[src/rtl/conv_pkg.sv]
// Shared types and width helpers for the 1-D convolution compute block.
package conv_pkg;

  typedef enum logic [1:0] {
    ST_WRITE   = 2'd0,
    ST_COMPUTE = 2'd1,
    ST_OUTPUT  = 2'd2,
    ST_DONE    = 2'd3
  } conv_state_e;

  // Sum of FILTER_N full-width products needs LG_FILTER_N guard bits.
  function automatic int conv_out_w(input int in_w, input int lg_filter_n);
    return (in_w + in_w) + lg_filter_n;
  endfunction

endpackage

[src/rtl/conv_mac.sv]
// Multiply-accumulate datapath: aligns the 1-cycle memory latency and
// accumulates full-precision signed products.
module conv_mac
  import conv_pkg::*;
#(
  parameter int IN_W        = 16,
  parameter int LG_FILTER_N = 3,
  localparam int OUT_W      = conv_out_w(IN_W, LG_FILTER_N)
) (
  input  logic                    clk,
  input  logic                    reset,
  input  logic                    issue,
  input  logic                    clear,
  input  logic signed [IN_W-1:0]  data_x,
  input  logic signed [IN_W-1:0]  data_f,
  output logic signed [OUT_W-1:0] acc
);

  localparam int PROD_W = IN_W + IN_W;

  logic                     data_valid_r;
  logic signed [PROD_W-1:0] prod_s;
  logic signed [OUT_W-1:0]  prod_ext_s;
  logic signed [OUT_W-1:0]  acc_r;

  // Read data belongs to the address issued one cycle earlier.
  always_ff @(posedge clk) begin
    if (reset) begin
      data_valid_r <= 1'b0;
    end else begin
      data_valid_r <= issue;
    end
  end

  // Sign-extended operands give the exact signed product modulo 2^PROD_W.
  always_comb begin
    prod_s     = $signed({{IN_W{data_x[IN_W-1]}}, data_x} * {{IN_W{data_f[IN_W-1]}}, data_f});
    prod_ext_s = {{(OUT_W-PROD_W){prod_s[PROD_W-1]}}, prod_s};
  end

  // Accumulator; clear takes priority over accumulate.
  always_ff @(posedge clk) begin
    if (reset) begin
      acc_r <= '0;
    end else if (clear) begin
      acc_r <= '0;
    end else if (data_valid_r) begin
      acc_r <= acc_r + prod_ext_s;
    end else begin
      acc_r <= acc_r;
    end
  end

  assign acc = acc_r;

endmodule

[src/rtl/conv_compute_ctrl.sv]
// Convolution controller: load/compute/output FSM, j/k counters and
// registered memory read addresses around the conv_mac datapath.
module conv_compute_ctrl
  import conv_pkg::*;
#(
  parameter int X_N         = 16,
  parameter int LG_X_N      = 4,
  parameter int FILTER_N    = 8,
  parameter int LG_FILTER_N = 3,
  parameter int IN_W        = 16,
  localparam int OUT_W      = conv_out_w(IN_W, LG_FILTER_N)
) (
  input  logic                    clk,
  input  logic                    reset,
  input  logic                    done_x,
  input  logic                    done_f,
  output logic                    mem_wr_state,
  output logic                    mem_wr_done,
  output logic [LG_X_N-1:0]       addr_x,
  output logic [LG_FILTER_N-1:0]  addr_f,
  input  logic signed [IN_W-1:0]  data_x,
  input  logic signed [IN_W-1:0]  data_f,
  output logic signed [OUT_W-1:0] m_data_y,
  output logic                    m_valid_y,
  input  logic                    m_ready_y
);

  localparam int                   J_LAST_I = X_N - FILTER_N;
  localparam logic [LG_X_N-1:0]    J_LAST   = J_LAST_I[LG_X_N-1:0];
  localparam logic [LG_X_N-1:0]    J_ONE    = {{(LG_X_N-1){1'b0}}, 1'b1};
  localparam logic [LG_FILTER_N:0] K_LAST   = FILTER_N[LG_FILTER_N:0];
  localparam logic [LG_FILTER_N:0] K_ONE    = {{LG_FILTER_N{1'b0}}, 1'b1};

  conv_state_e            state_r, next_state_s;
  logic [LG_X_N-1:0]      j_r, j_next_s;
  logic [LG_FILTER_N:0]   k_r, k_next_s;
  logic [LG_X_N-1:0]      addr_x_r, addr_x_next_s;
  logic [LG_FILTER_N-1:0] addr_f_r, addr_f_next_s;
  logic                   mem_wr_state_r, mem_wr_state_next_s;
  logic                   mem_wr_done_r, mem_wr_done_next_s;
  logic                   m_valid_r, m_valid_next_s;
  logic                   issue_s, clear_s;
  logic signed [OUT_W-1:0] acc_s;

  // State, counters and all registered outputs.
  always_ff @(posedge clk) begin
    if (reset) begin
      state_r        <= ST_WRITE;
      j_r            <= '0;
      k_r            <= '0;
      addr_x_r       <= '0;
      addr_f_r       <= '0;
      mem_wr_state_r <= 1'b1;
      mem_wr_done_r  <= 1'b0;
      m_valid_r      <= 1'b0;
    end else begin
      state_r        <= next_state_s;
      j_r            <= j_next_s;
      k_r            <= k_next_s;
      addr_x_r       <= addr_x_next_s;
      addr_f_r       <= addr_f_next_s;
      mem_wr_state_r <= mem_wr_state_next_s;
      mem_wr_done_r  <= mem_wr_done_next_s;
      m_valid_r      <= m_valid_next_s;
    end
  end

  // Next state and counter values; k counts 0..FILTER_N inside COMPUTE.
  always_comb begin
    next_state_s = state_r;
    j_next_s     = j_r;
    k_next_s     = '0;
    case (state_r)
      ST_WRITE: begin
        j_next_s = '0;
        if (done_x && done_f) begin
          next_state_s = ST_COMPUTE;
        end else begin
          next_state_s = ST_WRITE;
        end
      end
      ST_COMPUTE: begin
        if (k_r == K_LAST) begin
          next_state_s = ST_OUTPUT;
          k_next_s     = '0;
        end else begin
          next_state_s = ST_COMPUTE;
          k_next_s     = k_r + K_ONE;
        end
      end
      ST_OUTPUT: begin
        if (!m_ready_y) begin
          next_state_s = ST_OUTPUT;
        end else if (j_r == J_LAST) begin
          next_state_s = ST_DONE;
        end else begin
          next_state_s = ST_COMPUTE;
          j_next_s     = j_r + J_ONE;
        end
      end
      ST_DONE: begin
        next_state_s = ST_WRITE;
        j_next_s     = '0;
      end
      default: begin
        next_state_s = ST_WRITE;
        j_next_s     = '0;
      end
    endcase
  end

  // Outputs are decoded from the next state so they leave the block registered.
  always_comb begin
    issue_s             = (state_r == ST_COMPUTE) && (k_r < K_LAST);
    clear_s             = (state_r == ST_COMPUTE) && (k_r == '0);
    mem_wr_state_next_s = (next_state_s == ST_WRITE);
    mem_wr_done_next_s  = (next_state_s == ST_DONE);
    m_valid_next_s      = (next_state_s == ST_OUTPUT);
    if ((next_state_s == ST_COMPUTE) && (k_next_s < K_LAST)) begin
      addr_x_next_s = j_next_s + LG_X_N'(k_next_s);
      addr_f_next_s = k_next_s[LG_FILTER_N-1:0];
    end else begin
      addr_x_next_s = '0;
      addr_f_next_s = '0;
    end
  end

  conv_mac #(
    .IN_W        (IN_W),
    .LG_FILTER_N (LG_FILTER_N)
  ) u_mac (
    .clk    (clk),
    .reset  (reset),
    .issue  (issue_s),
    .clear  (clear_s),
    .data_x (data_x),
    .data_f (data_f),
    .acc    (acc_s)
  );

  assign mem_wr_state = mem_wr_state_r;
  assign mem_wr_done  = mem_wr_done_r;
  assign addr_x       = addr_x_r;
  assign addr_f       = addr_f_r;
  assign m_valid_y    = m_valid_r;
  assign m_data_y     = acc_s;

endmodule

[config.mk]
export PLATFORM = sky130hd
export DESIGN_NAME = conv_compute_ctrl
export DESIGN_NICKNAME = d
export VERILOG_FILES = /design/src/rtl/conv_pkg.sv /design/src/rtl/conv_mac.sv /design/src/rtl/conv_compute_ctrl.sv
export SDC_FILE = /design/constraint.sdc
export NUM_CORES = 1
export LEC_CHECK = 0
export CAP_MARGIN = 15
export CORE_UTILIZATION = 63
export CTS_BUF_LIST = sky130_fd_sc_hd__clkbuf_4 sky130_fd_sc_hd__clkbuf_8 sky130_fd_sc_hd__clkbuf_16
export CTS_CLUSTER_DIAMETER = 100
export CTS_CLUSTER_SIZE = 12
export DETAILED_ROUTE_END_ITERATION = 12
export PLACE_DENSITY = 0.9
export RECOVER_POWER = 100
export SYNTH_ARGS = -nofsm -noshare
export SYNTH_HDL_FRONTEND = slang
export SYNTH_SLANG_ARGS = --single-unit
[constraint.sdc]
create_clock -name clk -period 8.6 [get_ports clk]
set_input_delay 2.15 -clock clk [delete_from_list [all_inputs] [get_ports clk]]
set_output_delay 2.15 -clock clk [all_outputs]
set_load 0.03 [all_outputs]
==> impl_results.md <==
* Top_reg_cell synth: dfxtp_1
* Final core utilization at approximately 71%
* Yosys reg bits at 56
* Clock-pin transition on the worst setup and hold timing paths at 0.07 ns
* Post-synth top area cell: fa_1
* RePlAce Congestion at 0.928
* CP Cell Sequence: dlygate4sd3_1 -> clkbuf_1 -> and2_0 -> fa_1 -> fa_1 -> ha_1 -> inv_1 -> fa_1 -> fa_1 -> fa_1 -> inv_1 -> ha_1 -> a21o_1 -> or3_1 -> o211ai_2 -> a31oi_4 -> a31oi_4 -> o21ai_1 -> and4_4 -> a311o_1
* Max Clk Rate at about 120 MHz
* Share of cells above drive strength 1 at between 4 and 5%
* Die width at between 100 and 150 um
* Clock Sinks at 56
* CTS Hold Bufs at 0
* Num rows at 53
* Final Slew Violations at 0
* WP data arrival at roughly 8.5 ns
* Layout area overhead at 10.5%
* Fillers at between 1000 and 1500
* Largest net degree at the start of global routing at 35
* Synth cell types at 66
* Chip Height at 149 um
* Count leader, synth: inv_1
* Final hold slack at between 0.4 and 0.5 ns
* Slowest stage delay, CP at 0.67 ns
* Inserted Diodes at 0
* Die area at between 0.02 and 0.025 mm^2
* Finish-stage setup viols at 0
* First-pass GRT wire length at 55700 um
* Clock Latency Late Sink at slightly below 0.3 ns
* Initial antenna violation count at 0
* Bufs and invs on worst path at 4
* Post-Syn Instances at approximately 1500
* Area contributors post-synth: fa_1 46%, ha_1 10%, inv_1 9.4%
* Critical Path RT at about 8.8 ns
* Drt drc at 0
* Final Instance Count excl. Fillers at roughly 1800
* CP startpoint: data_x[1]
* Fin crit share at 97.1%
* Clk root buf: clkbuf_16
* Final worst clock skew at approximately 0.0063 ns
* H-tree depth at 2
* Vias at about 10000
* Crit path max fanout at 12
* Fin Setup TNS at 0 ns
* Synth warnings at 0
* Crit Path Class: in2reg
* Crit-path slowest cell: dlygate4sd3_1
* Most frequent cells after synthesis: 340 x inv_1, 311 x fa_1, 152 x nand2_1
* Sequential fraction of the synthesis area at under 10%
* Hold path startpoint: u_mac.acc[32]$_SDFFE_PP0P_
* Yosys top cell area share at between 40% and 50%
* CP most frequent cell: fa_1
* Post-synth EDFFs at 0
* CORE AREA at between 0.02 and 0.025 mm^2
* Kind of cell adding the most delay to the critical path: adder cells
* HPWL Detailed at 28500 um
* Max_cap viols at 0
* Slew HR at ~28%
* Number of iterations in the first detailed-routing pass at 7
* GRT overflow at 0
* Reg2reg start: u_mac.acc[15]$_SDFFE_PP0P_
* Initial Util at between 60% and 70%
* Hold violation count in the final report at 0
* Worst Tran Pin Value at around 1.1 ns
* Nets@finish at ~2000
* Status: finished clean
* # placed instances at about 1800
* Syn Area/Cell at around 9.4 um^2
* RSZ-0062 raised after global routing: no
* Routed wire length at 32500 um
* Post-CTS setup buffers at 0
* IO Port Bufs at 81
* Worst Setup Start Kind: input port
* Num CTS Buffers at 5
* Num ports at slightly above 80
* Syn_nets at around 1900
* Netlist Area Pre-Place at around 0.014 mm^2
* First DRT Iteration DRCs at 681
* Vias in the first global route at 11300
* Routed length per placed instance at between 15 and 20 um
* All-Layer GR Usage at approximately a third
* Clock tree buffer depth at 2
* Period minus WS final at ~8.3 ns
* Post-route ant nets at 0
* Ys async rst share at 0%
* Vias per cell at around 5.7
* Worst Setup End Kind: flop
* Min-Delay Path Class: reg2reg
* CTS tree: done
* FF-to-FF setup slack at ~3.2 ns
[metrics by stage]
step,worst slack [ns],cell area (um^2)
after floorplan,0.890,13600
after global placement,0.170,14900
after detailed placement,0.00162,14900
after CTS,0.279,15100
after global routing,0.0415,15100
final,0.252,15100
[worst paths after layout]
check	endpoint	cells after the start
worst max register to register	u_mac.acc[29]$_SDFFE_PP0P_	18
worst max-delay path	u_mac.acc[29]$_SDFFE_PP0P_	20
worst min register to register	u_mac.acc[32]$_SDFFE_PP0P_	2
worst min-delay path	u_mac.acc[32]$_SDFFE_PP0P_	2
[layout make-up]
class,instances,area [um^2],share of cell area [%]
Inverter,340,1280,8.46
Clock inverter,3,68.8,0.456
Timing Repair Buffer,126,1140,7.59
Clock buffer,5,125,0.830
Sequential cell,56,1120,7.44
Tap cell,275,344,2.28
Multi-Input combinational cell,1010,11000,72.9
[timing repair]
item	4_1_cts	5_1_grt
resized for setup	0	2
endpoints found under the setup margin	0	3
hold endpoints to repair	0	0
[flip-flops by register name, summed over array words and instances, names as in the netlist]
signal and count:
j_r 4, mem_wr_state 1, m_valid_y 1, addr_x 4
mem_wr_done 1, u_mac.data_valid_r 1, addr_f 3, k_r 4
u_mac.acc 35, state_r 2
[cells by family (layout without fill, tap and decap cells)]
kind of cell	Yosys count	count (layout)	share of synthesized area [%]
multiplexers	18	18	1.32
XOR/XNOR	36	36	2.31
buffers and inverters	390	474	11.1
AO/OA/AOI/OAI	127	127	6.54
flip-flops	56	56	8.22
AND/OR/NAND/NOR	407	407	14.7
adder cells (fa/ha/maj)	422	422	55.8
[worst min-delay path, cell delays in order, from the launching register on]
cell     delay (ns)
dfxtp_1        0.34
nand2_1        0.06
o31ai_1        0.06
[metal layers]
metal | wire [um] | vias up | track usage, %
li1 | - | 4542 | -
met1 | 12800 | 5177 | 42.6
met2 | 16300 | 457 | 55.3
met3 | 2510 | 80 | 4.74
met4 | 955 | 0 | 9.39
met5 | 0 | - | 0
[cells in the final DEF (no fill, tap or decap), types with 33 or more instances in the layout]
| master | n |
|---|---|
| inv_1 | 340 |
| fa_1 | 309 |
| nand2_1 | 152 |
| and2_1 | 112 |
| ha_1 | 111 |
| nor2_1 | 68 |
| dfxtp_1 | 56 |
| dlygate4sd3_1 | 49 |
| buf_4 | 44 |
| a21oi_1 | 33 |
Power is not shown: default switching activity piles up to over one toggle a cycle in this logic, so the estimate is an artifact.
